[src/rtl/sop_pkg.sv]
// Shared definitions for the minterm engine: sweep FSM encoding, table width helper
// and the power-on truth table of the original 4-input function.
package sop_pkg;

    localparam logic [1:0] ST_IDLE = 2'd0;
    localparam logic [1:0] ST_SCAN = 2'd1;
    localparam logic [1:0] ST_DONE = 2'd2;

    // f = m(4,8,9,12,13,14) for the 4-input build
    localparam logic [15:0] DEFAULT_TT = 16'h7310;

    function automatic int tt_w(input int n);
        return 1 << n;
    endfunction

endpackage

[src/rtl/sop_eval.sv]
// Registered truth-table lookup: one result per accepted input vector, one cycle later.
// f holds its last value between evaluations.
module sop_eval #(
    parameter int N = 4
) (
    input  logic                         clk,
    input  logic                         rst_n,
    input  logic [sop_pkg::tt_w(N)-1:0]  tt_i,
    input  logic                         in_valid_i,
    input  logic [N-1:0]                 in_vec_i,
    output logic                         out_valid_o,
    output logic                         f_o
);

    logic out_valid_q;
    logic f_q;

    always_ff @(posedge clk or negedge rst_n) begin
        if (!rst_n) begin
            out_valid_q <= 1'b0;
            f_q         <= 1'b0;
        end else begin
            out_valid_q <= in_valid_i;
            if (in_valid_i) begin
                f_q <= tt_i[in_vec_i];
            end
        end
    end

    assign out_valid_o = out_valid_q;
    assign f_o         = f_q;

endmodule

[src/rtl/sop_minterm_engine.sv]
// Runtime-loadable N-input truth table with registered evaluation and a minterm
// sweep that streams set indices over valid/ready and counts them.
module sop_minterm_engine #(
    parameter int                               N          = 4,
    parameter logic [sop_pkg::tt_w(N)-1:0]      DEFAULT_TT = sop_pkg::DEFAULT_TT
) (
    input  logic                         clk,
    input  logic                         rst_n,
    input  logic                         tt_load,
    input  logic [sop_pkg::tt_w(N)-1:0]  tt_data,
    input  logic                         in_valid,
    input  logic [N-1:0]                 in_vec,
    output logic                         out_valid,
    output logic                         f,
    input  logic                         scan_start,
    output logic                         scan_busy,
    output logic                         m_valid,
    input  logic                         m_ready,
    output logic [N-1:0]                 m_index,
    output logic                         m_last,
    output logic                         scan_done,
    output logic [N:0]                   ones_count
);
    import sop_pkg::*;

    localparam int           TT_W    = tt_w(N);
    localparam logic [N-1:0] IDX_MAX = {N{1'b1}};

    logic [TT_W-1:0] tt_q, tt_d;
    logic [1:0]      state_q, state_d;
    logic [N-1:0]    idx_q, idx_d;
    logic [N:0]      ones_q, ones_d;

    logic       cur_bit;
    logic [N:0] next_pos;

    assign cur_bit  = tt_q[idx_q];
    assign next_pos = {1'b0, idx_q} + (N+1)'(1);
    assign m_valid  = (state_q == ST_SCAN) && cur_bit;
    // Last beat: no set minterm above the current index (shift by 2^N yields zero)
    assign m_last   = m_valid && ((tt_q >> next_pos) == '0);

    always_comb begin
        state_d = state_q;
        tt_d    = tt_q;
        idx_d   = idx_q;
        ones_d  = ones_q;
        case (state_q)
            ST_IDLE: begin
                if (tt_load) begin
                    tt_d = tt_data;
                end
                if (scan_start) begin
                    state_d = ST_SCAN;
                    idx_d   = '0;
                    ones_d  = '0;
                end
            end
            ST_SCAN: begin
                if (m_valid && m_ready) begin
                    ones_d = ones_q + (N+1)'(1);
                end
                // Clear entries are skipped; set entries wait for the consumer
                if (!cur_bit || m_ready) begin
                    if (idx_q == IDX_MAX) begin
                        state_d = ST_DONE;
                    end else begin
                        idx_d = idx_q + N'(1);
                    end
                end
            end
            ST_DONE: begin
                state_d = ST_IDLE;
            end
            default: begin
                state_d = ST_IDLE;
            end
        endcase
    end

    always_ff @(posedge clk or negedge rst_n) begin
        if (!rst_n) begin
            state_q <= ST_IDLE;
            tt_q    <= DEFAULT_TT;
            idx_q   <= '0;
            ones_q  <= '0;
        end else begin
            state_q <= state_d;
            tt_q    <= tt_d;
            idx_q   <= idx_d;
            ones_q  <= ones_d;
        end
    end

    sop_eval #(.N(N)) u_eval (
        .clk         (clk),
        .rst_n       (rst_n),
        .tt_i        (tt_q),
        .in_valid_i  (in_valid),
        .in_vec_i    (in_vec),
        .out_valid_o (out_valid),
        .f_o         (f)
    );

    assign scan_busy  = (state_q != ST_IDLE);
    assign scan_done  = (state_q == ST_DONE);
    assign m_index    = idx_q;
    assign ones_count = ones_q;

endmodule

[config.mk]
export PLATFORM = sky130hd
export DESIGN_NAME = sop_minterm_engine
export DESIGN_NICKNAME = d
export VERILOG_FILES = /design/src/rtl/sop_pkg.sv /design/src/rtl/sop_eval.sv /design/src/rtl/sop_minterm_engine.sv
export SDC_FILE = /design/constraint.sdc
export NUM_CORES = 1
export LEC_CHECK = 0
export ABC_CLOCK_PERIOD_IN_PS = 2900
export CAP_MARGIN = 20
export CORE_MARGIN = 4
export CORE_UTILIZATION = 45
export CTS_CLUSTER_DIAMETER = 100
export CTS_CLUSTER_SIZE = 30
export DETAILED_ROUTE_END_ITERATION = 8
export PLACE_DENSITY = 0.72
export SLEW_MARGIN = 20
export SYNTH_ARGS = -nofsm -noshare
export SYNTH_HDL_FRONTEND = slang
export SYNTH_HIERARCHICAL = 1
export SYNTH_SLANG_ARGS = --single-unit
[constraint.sdc]
create_clock -name clk -period 2.9 [get_ports clk]
set_input_delay 0.87 -clock clk [delete_from_list [all_inputs] [get_ports clk]]
set_output_delay 0.87 -clock clk [all_outputs]
set_load 0.02 [all_outputs]
==> flow_summary_export.csv <==
group,metric,value,unit
synthesis,yosysMostFrequentCell,"dfrtp_1",
setup_path,cp.depth,6,
sta,final_max_slew_viol_count,0,
pwr,pwr-share-seq,0.245,
run,max-cap-violations,0,
pwr,p_sw_frac,0.406,
placed_design,dpl.hpwl,4290,um
pwr,power_density,1210,nW/um^2
run_status,status,"completed",
floorplanning,die_width,73.7,um
layout,final_cell_area,2820,sq um
setup_path,r2r_cells,8,
routing,dr.first_iter.drc_count,185,
sta,fin_skew,0.00717,ns
setup_path,critPathCaptureType,"output pin",
sta,relSlewSlack,0.659,
synthesis,yosysTopAreaCellShare,0.297,
grt,grt_start_max_net_pins,30,
cts,htree_levels,2,
floorplanning,die_area,5430,sq um
setup_path,cp_max_fo,7,
setup_path,slowest_delay,0.47,ns
synthesis,ys.flop_type,"dfrtp_1",
cts,cts_sinks,29,
floorplanning,die_h,73.7,um
cts,cts_buffers,5,
worst_hold_path,worstHoldPathCells,1,
layout,layout.nets,293,
grt,gr-total-overflow,0,
grt,grt_pass1_wl,9320,um
synthesis,ys_seq_elements,29,
layout,insertedDiodeCount,0,
routing,drc_errors,0,
sta,post-route-min-period,2.90,ns
pwr,p_total,3.41,mW
layout,seq_area,736,sq um
synthesis,yosys_warnings,6,
synthesis,yosys-top-cells-area,"dfrtp_1 (30%), mux2_2 (11%), dfstp_2 (8.1%)",
pwr,p_sw,1.38,mW
grt,antenna_found_initial,0,
setup_path,critPathSlowestCell,"dfrtp_2",
synthesis,synth_cell_types,53,
routing,vias,1874,
synthesis,synthCells,185,
layout,fillers,320,
setup_path,worstSetupPathType,"flip-flop to output pin",
sta,worstMarginPinSlew,0.510,ns
synthesis,ys_async_sr_fraction,1.00,
routing,viasPerCell,5.93,
layout,drive_gt1_frac,0.361,
setup_path,worstPathRequired,2.03,ns
sta,rsz0062_at_grt,"yes",
grt,grt_pass1_vias,1848,
synthesis,syn_avg_cell_area,10.5,sq um
layout,multi_input_area,1170,sq um
sta,setup_viol,0,
setup_path,cp_cell_sequence,"buf_6 -> mux2_4 -> nand3b_1 -> and3_4 -> o221a_2 -> buf_6",
cts,clk_pin_slew_worst_paths,0.06,ns
pwr,p_int,2.03,mW
routing,antenna_left,0,
setup_path,path_common_cell,"buf_6",
placed_design,port_buffers,40,
cts,clk_path_buf_depth,2,
synthesis,netlist_area,1940,sq um
synthesis,synth-seq-area-share,0.378,
sta,max_freq,0.345,GHz
floorplanning,initial_core_util,0.475,
cts,cts_hold_buf,0,
floorplanning,rows,23,
setup_path,cp.buffers_inverters,2,
floorplanning,io_pins,41,
sta,finalCritPeriodShare,0.998,
pwr,total_leakage_power,1.26,nW
pwr,clkPwrFrac,0.103,
routing,wl_per_cell,18.4,um
layout,syn_to_final_growth,45.5,%
synthesis,synthTopCellsByCount,"dfrtp_1 (23), mux2_2 (19), nor2_1 (13)",
routing,first_pass_iters,4,
setup_path,arrival,2.03,ns
pwr,ir_worst_vdd,0.000638,V
synthesis,yosysTopAreaCell,"dfrtp_1",
synthesis,synth-edff-count,0,
cts,cts-root-buf,"clkbuf_8",
cts,clk_latency,0.28,ns
floorplanning,design.core.area,4090,sq um
worst_hold_path,hp-class,"flip-flop to flip-flop",
pwr,combinationalPowerShare,0.652,
synthesis,syn-num-nets,213,
cts,cts_tree,"built",
placed_design,gp_congestion,0.871,
placed_design,placed_area,2650,sq um
setup_path,ff2ff_setup_slack,0.69,ns
setup_path,critPathLaunchType,"flip-flop",
sta,hold_viol_final,0,
routing,routed_wl,5800,um
grt,grt_util_all_layers,0.229,
setup_path,crit_family,"flip-flops",
## worst paths after layout
path                                      end     startpoint
min in group asynchronous             tt_q[0]          rst_n
worst max register to register  ones_count[1]     m_index[1]
max in group asynchronous             tt_q[4]          rst_n
worst min register to register  ones_count[4]  ones_count[4]
worst max-delay path                   m_last     m_index[1]
worst min-delay path            ones_count[4]  ones_count[4]
## layer usage
| layer | wire [um] | track usage | up-vias |
|---|---|---|---|
| met1 | 2530 | 0.319 | 925 |
| met4 | 114 | 0.0825 | 0 |
| li1 | - | - | 864 |
| met2 | 2830 | 0.356 | 74 |
| met5 | 0 | 0 | - |
| met3 | 327 | 0.0383 | 11 |
## sequential cells by signal, indices dropped and copies added, names as in the netlist
name,flops
state_q,2
u_eval/f_o,1
ones_count,5
tt_q,16
m_index,4
u_eval/out_valid_o,1
## metrics by stage
stage | setup slack (ns) | utilization | setup TNS [ns] | hold WS, ns | std cells
6_report | 0.00446 | 0.691 | 0 | 0.470 | 316
3_5_place_dp | -0.246 | 0.649 | -0.416 | 0.467 | 305
4_1_cts | -0.00884 | 0.679 | -0.00884 | 0.479 | 314
3_3_place_gp | -0.218 | 0.649 | -0.375 | 0.460 | 305
2_1_floorplan | 0.149 | - | 0 | 0.495 | 185
5_1_grt | -0.0637 | 0.691 | -0.112 | 0.508 | 316
## power by group through the flow
stage	logic [mW]	clock network [mW]	registers (mW)
after floorplan	1.14	0	0.826
after global placement	1.99	0	0.799
after detailed placement	2.05	0	0.814
after CTS	2.13	0.356	0.817
after global routing	2.40	0.375	0.857
final	2.22	0.353	0.835
## placed cells by master (no fill, tap or decap), types with 3 or more instances in the layout
cell / n
o2111ai_1: 3
mux2i_1: 7
nand2_1: 10
dfstp_2: 6
buf_4: 42
clkbuf_8: 6
mux2_4: 4
buf_6: 4
nand2b_1: 4
nor2b_1: 5
mux2_2: 18
o211ai_1: 3
nor3_1: 4
nor2_1: 12
mux4_1: 4
dfrtp_1: 21
inv_1: 7
nand4_1: 4
and3_1: 3
o21ai_0: 4
nand3_1: 8
clkdlybuf4s50_1: 38
## repair_timing
| item | in CTS | in global routing |
|---|---|---|
| setup endpoints to repair | 2 | 2 |
| buffers inserted | 1 | 2 |
| pin swaps | 4 | 5 |
| resized for setup | 23 | 9 |
## area by class of cell
cell class              count  share of cell area
repair buffers             84               0.262
clock buffers               8              0.0319
inverters                   7             0.00930
well taps                  50              0.0222
multi-input cells         138               0.414
flip-flops and latches     29               0.261
## kinds of logic after synthesis
logic type	after synthesis	share of synthesized area
adders and majority gates	2	0.0129
muxes	35	0.237
DFF	29	0.378
buffers and inverters	18	0.0451
and+or+nand+nor	63	0.172
AOI/OAI and AO/OA	38	0.156
Note: power is estimated with default switching activity, not from simulation.
==> edit 1 (config.mk and constraints unchanged) <==
Reset style: synchronous (`rst_n`), changed in 2 clocked blocks.
--- a/src/rtl/sop_eval.sv
+++ b/src/rtl/sop_eval.sv
@@ -16,5 +16,5 @@
     logic f_q;
 
-    always_ff @(posedge clk or negedge rst_n) begin
+    always_ff @(posedge clk) begin
         if (!rst_n) begin
             out_valid_q <= 1'b0;
--- a/src/rtl/sop_minterm_engine.sv
+++ b/src/rtl/sop_minterm_engine.sv
@@ -79,5 +79,5 @@
     end
 
-    always_ff @(posedge clk or negedge rst_n) begin
+    always_ff @(posedge clk) begin
         if (!rst_n) begin
             state_q <= ST_IDLE;
Function: differs if rst_n is asserted again (counterexample within 4 cycles, from zero or initial values and one cycle with rst_n low); with rst_n held inactive, the same outputs for 10 cycles.
==> edit 1 against the original RTL <==
  * Synthesized area decreased by 7.4%
  * Sequential cell count unchanged
  * Maximum frequency increased by 0.84%
  * Design area decreased by 6.3%
  * Non-clock buffer count decreased by 15
  * Via count increased by 1.0%
  * Setup slack improved by 0.024 ns
  * Routed wire length decreased by 4.9%
  * Utilization increased by 1.0 points
  * Register-to-register slack improved by 0.07 ns
Power is not compared: it rests on default switching activity, and its combinational part moved more than twofold at a synthesized area within 25%.
==> edit 1: results <==
set metrics [dict create \
    postLayoutSetupSlackWorst_ns 0.02857 \
    fin_nets 317 \
    worst_path_largest_cell_delay_ns 0.39 \
    yosysUniqueCellTypes 51 \
    synthesis.instances 225 \
    place_area_sq_um 2412 \
    critical_path.max_fanout 4 \
    first_global_vias 1747 \
    cts-buffers-inserted 5 \
    min_from "tt_q[6]" \
    fin_crit_sh_pct 99.01 \
    critPathCapture "m_last" \
    ys.flop_type "sky130_fd_sc_hd__dfxtp_1" \
    skew_ns 0.006690 \
    placedCellCount 328 \
    reg2reg_depth 9 \
    r2r_end "m_index[2]" \
    track_usage_pct 20.60 \
    grt_max_degree 27 \
    async_flop_share_pct 0 \
    cp_top_family "simple AND/OR/NAND/NOR gates" \
    met3_usage_pct 4.628 \
    hold-worst-slack_ns 0.4859 \
    worst-slew-pin-transition_ns 0.5197 \
    fin_cells 338 \
    synthTopCellsByArea "sky130_fd_sc_hd__dfxtp_1, sky130_fd_sc_hd__nand2_1, sky130_fd_sc_hd__mux2i_1, sky130_fd_sc_hd__a21boi_0, sky130_fd_sc_hd__nor2_1" \
    critPathLaunch "m_index[1]" \
    outcome "finished, final reports clean" \
    drt-total-wl_um 5521 \
    r2r_slack_ns 0.76 \
    postSynthNetCount 253 \
    gpl.final_weighted_congestion 0.9143 \
    min_path_cells 2 \
    arrival_ns 2.00 \
    detailroute.via_count 1893 \
    global_route_wire_length_before_repair_um 8238 \
    pre_cts_slack_ns -0.2298 \
    cp_slowest_cell "sky130_fd_sc_hd__dfxtp_4" \
    synth.cells.most_frequent "sky130_fd_sc_hd__nand2_1, sky130_fd_sc_hd__dfxtp_1, sky130_fd_sc_hd__nor2_1, sky130_fd_sc_hd__nand3_1, sky130_fd_sc_hd__a21boi_0" \
    post_route_cells_drive_above_1_share_pct 23.79 \
    grtUsageMet1_pct 28.63 \
    dp_hpwl_um 3791 \
    min_delay_worst_endpoint "tt_q[6]" \
    synth_sequential_area_ratio_pct 32.29 \
    irDropWorstVdd_v 0.0002670 \
    drt_first_iter_violations 226 \
    met2_usage_grt_pct 30.71 \
]
edit 1: changes by cell type after synthesis, moves of 8 or more:
| cell | delta |
|---|---|
| sky130_fd_sc_hd__dfxtp_1 | +29 |
| sky130_fd_sc_hd__a21boi_0 | +10 |
| sky130_fd_sc_hd__mux2_2 | -14 |
| sky130_fd_sc_hd__dfrtp_1 | -23 |
| sky130_fd_sc_hd__nand2_1 | +37 |
| sky130_fd_sc_hd__nor2_1 | +8 |
edit 1: through the flow:
step,power (mW),setup TNS (ns)
after global placement,0.6739,-0.2684
after detailed placement,0.6764,-0.3415
final,1.139,0
after global routing,1.184,-0.06434
after floorplan,0.5682,0
after CTS,1.120,0
edit 1: what timing repair did:
| action | in CTS | in global routing |
|---|---|---|
| gates resized for setup | 16 | 24 |
| cloned | 0 | 0 |
| setup buffers | 0 | 2 |
| pin swaps | 1 | 4 |
| endpoints found under the setup margin | 2 | 2 |
edit 1: layer usage:
metal,wire [um],vias up
met5,0,-
met4,161,0
met3,317,16
met2,2452,71
met1,2590,876
li1,-,930
edit 1: area by class of cell:
| cell class | instances | area [sq um] |
|---|---|---|
| repair buffers | 69 | 625.6 |
| fillers | 320 | 1126 |
| inverters | 5 | 18.77 |
| clock buffers | 7 | 86.33 |
| multi-input cells | 179 | 1237 |
| clock inverters | 1 | 30.03 |
| well taps | 48 | 60.06 |
| flip-flops and latches | 29 | 586.8 |
edit 1: cell families (layout without fill, tap and decap cells):
logic type,count (synthesis),count (layout),share of synthesized area (%)
muxes,17,17,11.69
DFF,29,29,32.29
buffers and inverters,17,82,4.592
adders and majority gates,2,2,1.392
and+or+nand+nor,110,110,29.37
AOI/OAI and AO/OA,50,50,20.67
==> edit 2 (same flow settings) <==
Without the edit above. Register the output `ones_count` once more; this adds one clock of latency there. The other outputs are not delayed to match.
--- a/src/rtl/sop_minterm_engine.sv
+++ b/src/rtl/sop_minterm_engine.sv
@@ -106,5 +106,7 @@
     assign scan_done  = (state_q == ST_DONE);
     assign m_index    = idx_q;
-    assign ones_count = ones_q;
+    always_ff @(posedge clk) begin
+        ones_count <= ones_q;
+    end
 
 endmodule
Formal check against the unedited RTL: not equivalent (Yosys sat finds a counterexample within 4 cycles, from zero or initial values and one cycle with rst_n low).
==> edit 2 against the original RTL <==
  * The run now ends with negative setup slack left
  * Sequential cell count is 5 higher
  * Critical path depth is 1 higher
  * Clock skew is 0.0023 ns higher
  * Clock power is 7.6% lower
  * Design area is 0.44% lower
  * First-iteration DRC count is 48% lower
  * Setup slack worse by 0.038 ns
  * Synthesized area is 4.6% higher
  * Worst hold slack worse by 0.056 ns
  * Sequential share of layout area is 3.7 points higher
  * Routed wire length is 15% lower
  * Total power is 4.3% higher
==> edit 2: results <==
set metrics [dict create \
    track_usage_pct 18.28 \
    drt_first_iter_violations 96 \
    detailroute.via_count 1757 \
    cts.repair.resized 15 \
    n_antenna_cell 0 \
    critical_path.max_fanout 5 \
    first_global_vias 1646 \
    arrival_ns 2.06 \
    cp_top_family "simple AND/OR/NAND/NOR gates" \
    setup_violators_final 1 \
    dp_hpwl_um 3565 \
    static-leakage-power_nw 1.192 \
    post-cts-setup-buffers 2 \
    drt-total-wl_um 4909 \
    gpl.final_weighted_congestion 0.8569 \
    yosysUniqueCellTypes 52 \
    post_route_cells_drive_above_1_share_pct 30.23 \
    global_route_wire_length_before_repair_um 7748 \
    postSynthNetCount 215 \
    outcome "complete, but fails checks" \
    async_flop_share_pct 85.29 \
    skew_ns 0.009438 \
    clk_pin_slew_worst_paths_ns 0.07 \
    postLayoutSetupSlackWorst_ns -0.03306 \
    worst-slew-pin-transition_ns 0.4025 \
    irDropWorstVdd_v 0.0006011 \
    synthTopCellsByArea "sky130_fd_sc_hd__dfrtp_1, sky130_fd_sc_hd__mux2_2, sky130_fd_sc_hd__dfstp_2, sky130_fd_sc_hd__mux4_1, sky130_fd_sc_hd__mux2i_1" \
    p_sw_share_pct 40.64 \
    fin_nets 286 \
    synth.cells.most_frequent "sky130_fd_sc_hd__dfrtp_1, sky130_fd_sc_hd__nand2_1, sky130_fd_sc_hd__mux2_2, sky130_fd_sc_hd__nor2_1, sky130_fd_sc_hd__mux2i_1" \
    violations "negative setup slack" \
    final.fill_count 359 \
    pre_cts_slack_ns -0.2237 \
    synth_sequential_area_ratio_pct 41.04 \
]
-- edit 2: metrics by stage --
stage	instances	TNS (ns)	hold slack [ns]	cell area (sq um)
final	310	-0.03306	0.4140	2811
after global routing	310	-0.2422	0.4312	2811
after CTS	309	-0.005420	0.4143	2778
after detailed placement	300	-0.3706	0.4050	2684
after global placement	300	-0.3441	0.3985	2684
after floorplan	187	0	0.3821	2031
-- edit 2: kinds of logic after synthesis --
family	count (synthesis)	share of synthesized area (%)
and+or+nand+nor	55	13.06
muxes	35	23.17
adders and majority gates	2	1.232
buffers and inverters	21	4.436
DFF	34	41.04
AOI/OAI and AO/OA	40	17.07
-- edit 2: power groups by stage --
stage,Combinational [mW],Clock [mW],Sequential (mW)
6_report,2.27,0.326,0.965
5_1_grt,2.46,0.357,0.992
4_1_cts,2.19,0.338,0.960
3_5_place_dp,2.15,0,0.975
3_3_place_gp,2.12,0,0.967
2_1_floorplan,1.28,0,0.976
-- edit 2: layer usage --
metal	track usage (%)	routed length, um	part of all wire (%)
met1	24.14	2254	46
met4	6.990	85	1.7
met3	4.005	218	4.4
met2	29.40	2351	48
met5	0	0	0
-- edit 2: final cells by class --
cell class                      count  area share, %
Multi-Input combinational cell    132          39.96
Sequential cell                    34          29.73
Timing Repair Buffer               75          23.94
Clock buffer                        7          2.715
Tap cell                           52          2.314
Inverter                           10          1.335
-- edit 2: path summary, 6_finish.rpt --
check | cells after the start | end | slack (ns) | start
setup / recovery | 7 | m_last | -0.03 | m_index[0]
hold / removal | 0 | ones_count[3] | 0.41 | ones_q[3]
setup reg to reg | 8 | m_index[0] | 0.59 | m_index[0]
hold reg to reg | 0 | ones_count[3] | 0.41 | ones_q[3]
max in group asynchronous | 2 | tt_q[4] | 1.62 | rst_n
min in group asynchronous | 2 | ones_q[4] | 0.96 | rst_n
